### src/rtl/mem_port_arbiter.sv
// mem_port_arbiter: shares one single-port synchronous memory between fetch and load/store.
// Data side has priority, a starve counter forces fetch through, and sub-word stores run as RMW.
`ifndef WORD_LEN
`define WORD_LEN 32
`endif

module mem_port_arbiter #(
   parameter int unsigned STARVE_LIMIT = 4
) (
   input  logic                 clk,
   input  logic                 rst_n,
   input  logic                 i_req,
   input  logic [`WORD_LEN-1:0] i_addr,
   output logic                 i_gnt,
   output logic                 i_rvalid,
   output logic [`WORD_LEN-1:0] i_rdata,
   input  logic                 d_req,
   input  logic [`WORD_LEN-1:0] d_addr,
   input  logic                 d_wen,
   input  logic [3:0]           d_wstrb,
   input  logic [`WORD_LEN-1:0] d_wdata,
   output logic                 d_gnt,
   output logic                 d_rvalid,
   output logic [`WORD_LEN-1:0] d_rdata,
   output logic [`WORD_LEN-1:0] m_addr,
   output logic                 m_wen,
   output logic [`WORD_LEN-1:0] m_wdata,
   input  logic [`WORD_LEN-1:0] m_rdata,
   output logic [0:0]           dbg_state,
   output logic [3:0]           dbg_starve_cnt
);

   localparam logic [0:0] ST_IDLE = 1'b0;
   localparam logic [0:0] ST_RMW  = 1'b1;
   localparam logic [3:0] CNT_MAX = 4'(STARVE_LIMIT);

   // Handshake: a requester holds req and its fields stable until it sees gnt high in the
   // same cycle; the accepted read answers with a one-cycle rvalid pulse on the next cycle.

   logic [0:0]           state_q, state_d;
   logic [3:0]           cnt_q, cnt_d;
   logic                 i_rvalid_q, i_rvalid_d;
   logic                 d_rvalid_q, d_rvalid_d;
   logic [`WORD_LEN-1:0] rmw_addr_q, rmw_addr_d;
   logic [3:0]           rmw_strb_q, rmw_strb_d;
   logic [`WORD_LEN-1:0] rmw_wdata_q, rmw_wdata_d;

   logic d_store;
   logic d_full;
   logic force_fetch;

   // A store with no byte enabled has nothing to write, so it behaves as a load.
   assign d_store     = d_wen && (d_wstrb != 4'b0000);
   assign d_full      = (d_wstrb == 4'b1111);
   assign force_fetch = i_req && (cnt_q == CNT_MAX);

   always_comb begin
      state_d     = state_q;
      cnt_d       = cnt_q;
      rmw_addr_d  = rmw_addr_q;
      rmw_strb_d  = rmw_strb_q;
      rmw_wdata_d = rmw_wdata_q;
      i_rvalid_d  = 1'b0;
      d_rvalid_d  = 1'b0;
      i_gnt       = 1'b0;
      d_gnt       = 1'b0;
      m_addr      = i_addr;
      m_wen       = 1'b0;
      m_wdata     = d_wdata;

      if (state_q == ST_RMW) begin
         m_addr  = rmw_addr_q;
         m_wen   = rst_n;
         for (int k = 0; k < 4; k++) begin
            m_wdata[8*k +: 8] = rmw_strb_q[k] ? rmw_wdata_q[8*k +: 8] : m_rdata[8*k +: 8];
         end
         state_d = ST_IDLE;
      end else begin
         d_gnt = rst_n && d_req && !force_fetch;
         i_gnt = rst_n && i_req && !d_gnt;

         if (d_gnt) begin
            m_addr = d_addr;
            if (d_store && d_full) begin
               m_wen = 1'b1;
            end else if (d_store) begin
               rmw_addr_d  = d_addr;
               rmw_strb_d  = d_wstrb;
               rmw_wdata_d = d_wdata;
               state_d     = ST_RMW;
            end else begin
               d_rvalid_d = 1'b1;
            end
         end

         if (i_gnt) begin
            i_rvalid_d = 1'b1;
         end

         if (!i_req || i_gnt) begin
            cnt_d = 4'd0;
         end else if (d_gnt && (cnt_q != CNT_MAX)) begin
            cnt_d = cnt_q + 4'd1;
         end
      end
   end

   always_ff @(posedge clk or negedge rst_n) begin
      if (!rst_n) begin
         state_q     <= ST_IDLE;
         cnt_q       <= 4'd0;
         i_rvalid_q  <= 1'b0;
         d_rvalid_q  <= 1'b0;
         rmw_addr_q  <= '0;
         rmw_strb_q  <= 4'b0000;
         rmw_wdata_q <= '0;
      end else begin
         state_q     <= state_d;
         cnt_q       <= cnt_d;
         i_rvalid_q  <= i_rvalid_d;
         d_rvalid_q  <= d_rvalid_d;
         rmw_addr_q  <= rmw_addr_d;
         rmw_strb_q  <= rmw_strb_d;
         rmw_wdata_q <= rmw_wdata_d;
      end
   end

   // The memory output register already holds the word, so both read buses share it.
   assign i_rvalid       = i_rvalid_q;
   assign d_rvalid       = d_rvalid_q;
   assign i_rdata        = m_rdata;
   assign d_rdata        = m_rdata;
   assign dbg_state      = state_q;
   assign dbg_starve_cnt = cnt_q;

endmodule

### config.mk
export PLATFORM = sky130hd
export DESIGN_NAME = mem_port_arbiter
export DESIGN_NICKNAME = d
export VERILOG_FILES = /design/src/rtl/mem_port_arbiter.sv
export SDC_FILE = /design/constraint.sdc
export NUM_CORES = 1
export LEC_CHECK = 0
export ABC_AREA = 0
export ABC_CLOCK_PERIOD_IN_PS = 4010
export BUFFER_PORTS_ARGS = -buffer_cell sky130_fd_sc_hd__buf_2
export CAP_MARGIN = 30
export CORE_AREA = 2 2 106 108
export CTS_BUF_LIST = sky130_fd_sc_hd__clkbuf_4
export DETAILED_ROUTE_END_ITERATION = 10
export DIE_AREA = 0 0 108 110
export PLACE_DENSITY = 0.91
export SKIP_CTS_REPAIR_TIMING = 1
export SYNTH_ARGS = -nofsm -noshare
export SYNTH_HDL_FRONTEND = slang
export SYNTH_SLANG_ARGS = --single-unit
### constraint.sdc
create_clock -name clk -period 4.01 [get_ports clk]
set_input_delay 0.802 -clock clk [delete_from_list [all_inputs] [get_ports clk]]
set_output_delay 0.802 -clock clk [all_outputs]
set_load 0.05 [all_outputs]
# [Yosys cells after proc, flatten, opt, wreduce, memory -nomap -nowiden]
# Cells that the tools add are included.
[word_totals] ff_bits=75 in_bits=137 elab_cells=53
[op_classes] n_addsub=1 eq_ne=3 mux=24 bitwise_logic=2 reduce_logical=16
[ops] operator="2-to-1 mux 32 bit" count=3
[ops] operator="2-to-1 mux 8 bit" count=4
[ops] operator="2-to-1 mux 1 bit" count=15
[ops] operator="logical AND 1 bit" count=8
[ops] operator="2-to-1 mux 4 bit" count=2
[ops] operator="adder 4 x 1 -> 4 bit (second input constant)" count=1
[ops] operator="== test 4 x 3 -> 1 bit (second input constant)" count=1
[ops] operator="== test 4 bit (second input constant)" count=1
[ops] operator="inequality test 4 x 3 -> 1 bit (second input constant)" count=1
[ops] operator="AND reduction 4 bit" count=1
[ops] operator="nonzero test 4 bit" count=1
[ops] operator="logical NOT 1 bit" count=3
[ops] operator="inverter 1 bit" count=2
[ops] operator="AND reduction 2 bit" count=1
[ops] operator="nonzero test 2 bit" count=1
[ops] operator="logical OR 1 bit" count=1

# [Longest topological paths before layout]
[logic_depth] word_depth=9 depth_mapped=8

# [Worst setup path before layout]
# OpenSTA, ideal clock, no wires.
[synth_path] path_type="reg-to-output" startpoint="register cnt_q[0], in the netlist dbg_starve_cnt[0]" endpoint="output port m_addr[12]" arrival_ns=2.641 required_ns=3.208 setup_slack_ns=0.567 stages_incl_launch_ff=9 path_buffers=2 path_cell_list="dfrtp_1 > inv_1 > ha_1 > nand4b_1 > and3_1 > clkbuf_1 > clkbuf_1 > a21oi_1 > a21oi_1"
[synth_between] elab_chain_len=6
[synth_lines] element="start, declared" line="41" rtl="logic [3:0] cnt_q, cnt_d;"
[synth_lines] element="start signal, assigned" line="119" rtl="cnt_q <= cnt_d;"
[synth_lines] element="== test 4 x 3 -> 1 bit" line="55" rtl="assign force_fetch = i_req && (cnt_q == CNT_MAX);"
[synth_lines] element="logical AND 1 bit" line="55"
[synth_lines] element="logical NOT 1 bit" line="79" rtl="d_gnt = rst_n && d_req && !force_fetch;"
[synth_lines] element="logical AND 1 bit" line="79"
[synth_lines] element="2-to-1 mux 32 bit" line="82" rtl="if (d_gnt) begin"
[synth_lines] element="2-to-1 mux 32 bit" line="71" rtl="if (state_q == ST_RMW) begin"
[synth_lines] element="end, declared" line="25" rtl="output logic [`WORD_LEN-1:0] m_addr,"
# Every way passes these cells.

# [Worst setup path in the final report]
[layout_path] startpoint="register cnt_q[0], in the netlist dbg_starve_cnt[0]" endpoint="output port m_addr[4]"
# The elaborated chain is that of the path after synthesis.

==> impl_results.md <==
* Skew-Pair Late Insertion Delay at 400 ps
* Final Setup Violations at 0
* Total Neg Setup Slack at 0 ps
* Period utilization at 80.2%
* 1st-pass router iterations at 4
* EDFF count, synth at 0
* Top cells by count, synth: a21oi_1 (96), dfrtp_1 (75), mux2_1 (68)
* CTS buffer count at 9
* Relative slew slack at 37.9%
* Crit Path Class: flop to primary output
* Post-Syn Area at 4740 µm²
* WL/cell at 13.7 µm
* Largest cells by area after synthesis: dfrtp_1 (40%), mux2_1 (16%), buf_4 (10%)
* Crit path DAT at 2420 ps
* Buffers added on ports at 274
* Hold Vio Cnt, Final at 0
* Syn Inst Count at 502
* Drt drc at 0
* Final GP Congestion at 0.773
* Post-Synthesis Net Count at 641
* Reg2reg start: dbg_state
* PnR worst setup slack at 792 ps
* Sink Count at 75
* TritonCTS clock tree: yes
* Leak at 3.02 nW
* Pre-CTS WS at 1050 ps
* Achievable frequency at 0.311 GHz
* CP Capture Type: primary output
* Reg2reg setup slack at 1680 ps
* Total GRT Usage at 18.5%
* Reg2reg end: rmw_wdata_q[8]
* Die X-Extent at 108 µm
* CTS Root Cell: clkbuf_4
* First-pass GRT wire length at 17,400 µm
* Initial antenna violation count at 0
* Clock buffer depth at 2
* Die height at 110 µm
* Yosys top cell by area: dfrtp_1
* Worst-path clk slew at 120 ps
* PwrDens at 404 nW/µm²
* Utilization after layout at 54.8%
* CP Launch Point: dbg_starve_cnt[0]
* Nets@finish at 835
* H-tree Lvls at 3
* I/O pin cnt at 275
* Final Critical Period at 3220 ps
* Most common cell in the netlist: a21oi_1
* FF+latch count, synth at 75
* Die ar. at 11,900 µm²
* Seq/Total Area, Yosys at 39.6%
* Core ar. at 10,700 µm²
* Slew Limit Fails at 0
* VDD IR-drop max at 0.219 mV
* Area grow syn2layout at 23.7%
* RSZ-0062 raised after global routing: no
* Cells on worst reg2reg path at 5
* DR vias at 4,163
* Prevailing post-synth register cell: dfrtp_1
* Worst slew pin tran at 932 ps
* Post-synth cell types at 30
* Status: finished clean
* Yosys warning count at 0
* Ant. Diodes at 0
* Vias in the first global route at 3,724
* Fraction of layout cells with a size suffix above 1 at 42.6%
* Hpwl dp at 8880 µm
* Starting DRC count in detailed routing at 217
* Clock Skews at 22.3 ps
* Effective utilization at floorplan at 44.3%
* Grt total ovfl at 0
* Pwr Total at 2.37 mW
* Worst Path Required at 3210 ps
* Async SR Flop Fraction at 100%
* Vias/cell at 4.96
* Routed Antenna Nets at 0
* Max cap viols at 0
* Critical Path Fanout Max at 34
* Mapped Avg Cell Area at 9.45 µm²
* Row Count at 38
* Worst hold path class: input port to asynchronous set/reset pin
* Largest net degree at the start of global routing at 77
* WL final at 11,500 µm
* Crit path launch type: flop
* Synth top area share at 39.6%
[kinds of logic after synthesis]
logic type	after synthesis	synth area share (%)
buffers and inverters	100	13.4
muxes	100	22.9
DFF	75	39.6
adders and majority gates	2	0.528
AOI/OAI and AO/OA	105	11.3
and+or+nand+nor	120	12.3
[registers in the layout (all words and copies together) (netlist names)]
register        cells
d_rvalid            1
dbg_state           1
dbg_starve_cnt      4
i_rvalid            1
rmw_wdata_q        32
rmw_addr_q         32
rmw_strb_q          4
[through the flow]
| step | cell area [µm²] | hold WS [ps] | cells |
|---|---|---|---|
| after CTS | 5870 | 128 | 840 |
| after detailed placement | 5740 | 475 | 825 |
| after global placement | 5740 | 466 | 825 |
| after floorplan | 4740 | 458 | 502 |
| after global routing | 5870 | 125 | 840 |
| final | 5870 | 171 | 840 |
[where the power goes]
part           internal (mW)  switching [mW]
Combinational          0.306           0.575
Clock                  0.193           0.256
Sequential             0.917           0.123
Total                   1.42           0.955
[worst max-delay path by stage]
stage	end	slack, ps	depth (start not counted)
floorplan	m_addr[12]	570	8
global placement	m_addr[21]	1060	7
finish	m_addr[4]	790	8
CTS	m_addr[21]	800	8
detailed placement	m_addr[4]	1050	7
global route	m_addr[6]	600	8
[cells in the final DEF (no fill, tap or decap), drive strengths merged, types with 2 or more instances in the layout]
cell type,instances
nand2,35
nor3,2
o21ai,5
inv,3
ha,2
mux2,68
dfrtp,75
nor2b,37
buf,280
a21oi,96
clkinv,3
mux2i,32
clkbuf,10
nor2,33
and2,2
nand3,4
[final cells by class]
type / instances / area (µm²)
clock buffer: 10 / 75.1
clock inverter: 5 / 56.3
fill: 948 / 4830
inverter: 3 / 11.3
multi-input combinational: 327 / 2240
sequential: 75 / 1880
tap: 140 / 175
timing repair buffer: 280 / 1430
[worst max-delay path, cell delays in order, from the launching register on]
cell and delay (ps):
dfrtp_1 450, inv_1 70, ha_1 230, nand4b_1 180
and3_1 180, buf_4 320, a21oi_1 120, a21oi_1 170
buf_2 280
[layer usage]
layer / GRT usage [%] / vias to the layer above / part of all wire [%]
li1: - / 2063 / -
met1: 20.7 / 1922 / 40
met2: 35.3 / 167 / 52
met3: 3.88 / 11 / 7.3
met4: 5.49 / 0 / 0.96
met5: 0 / - / 0
(Power assumes the default switching activity.)
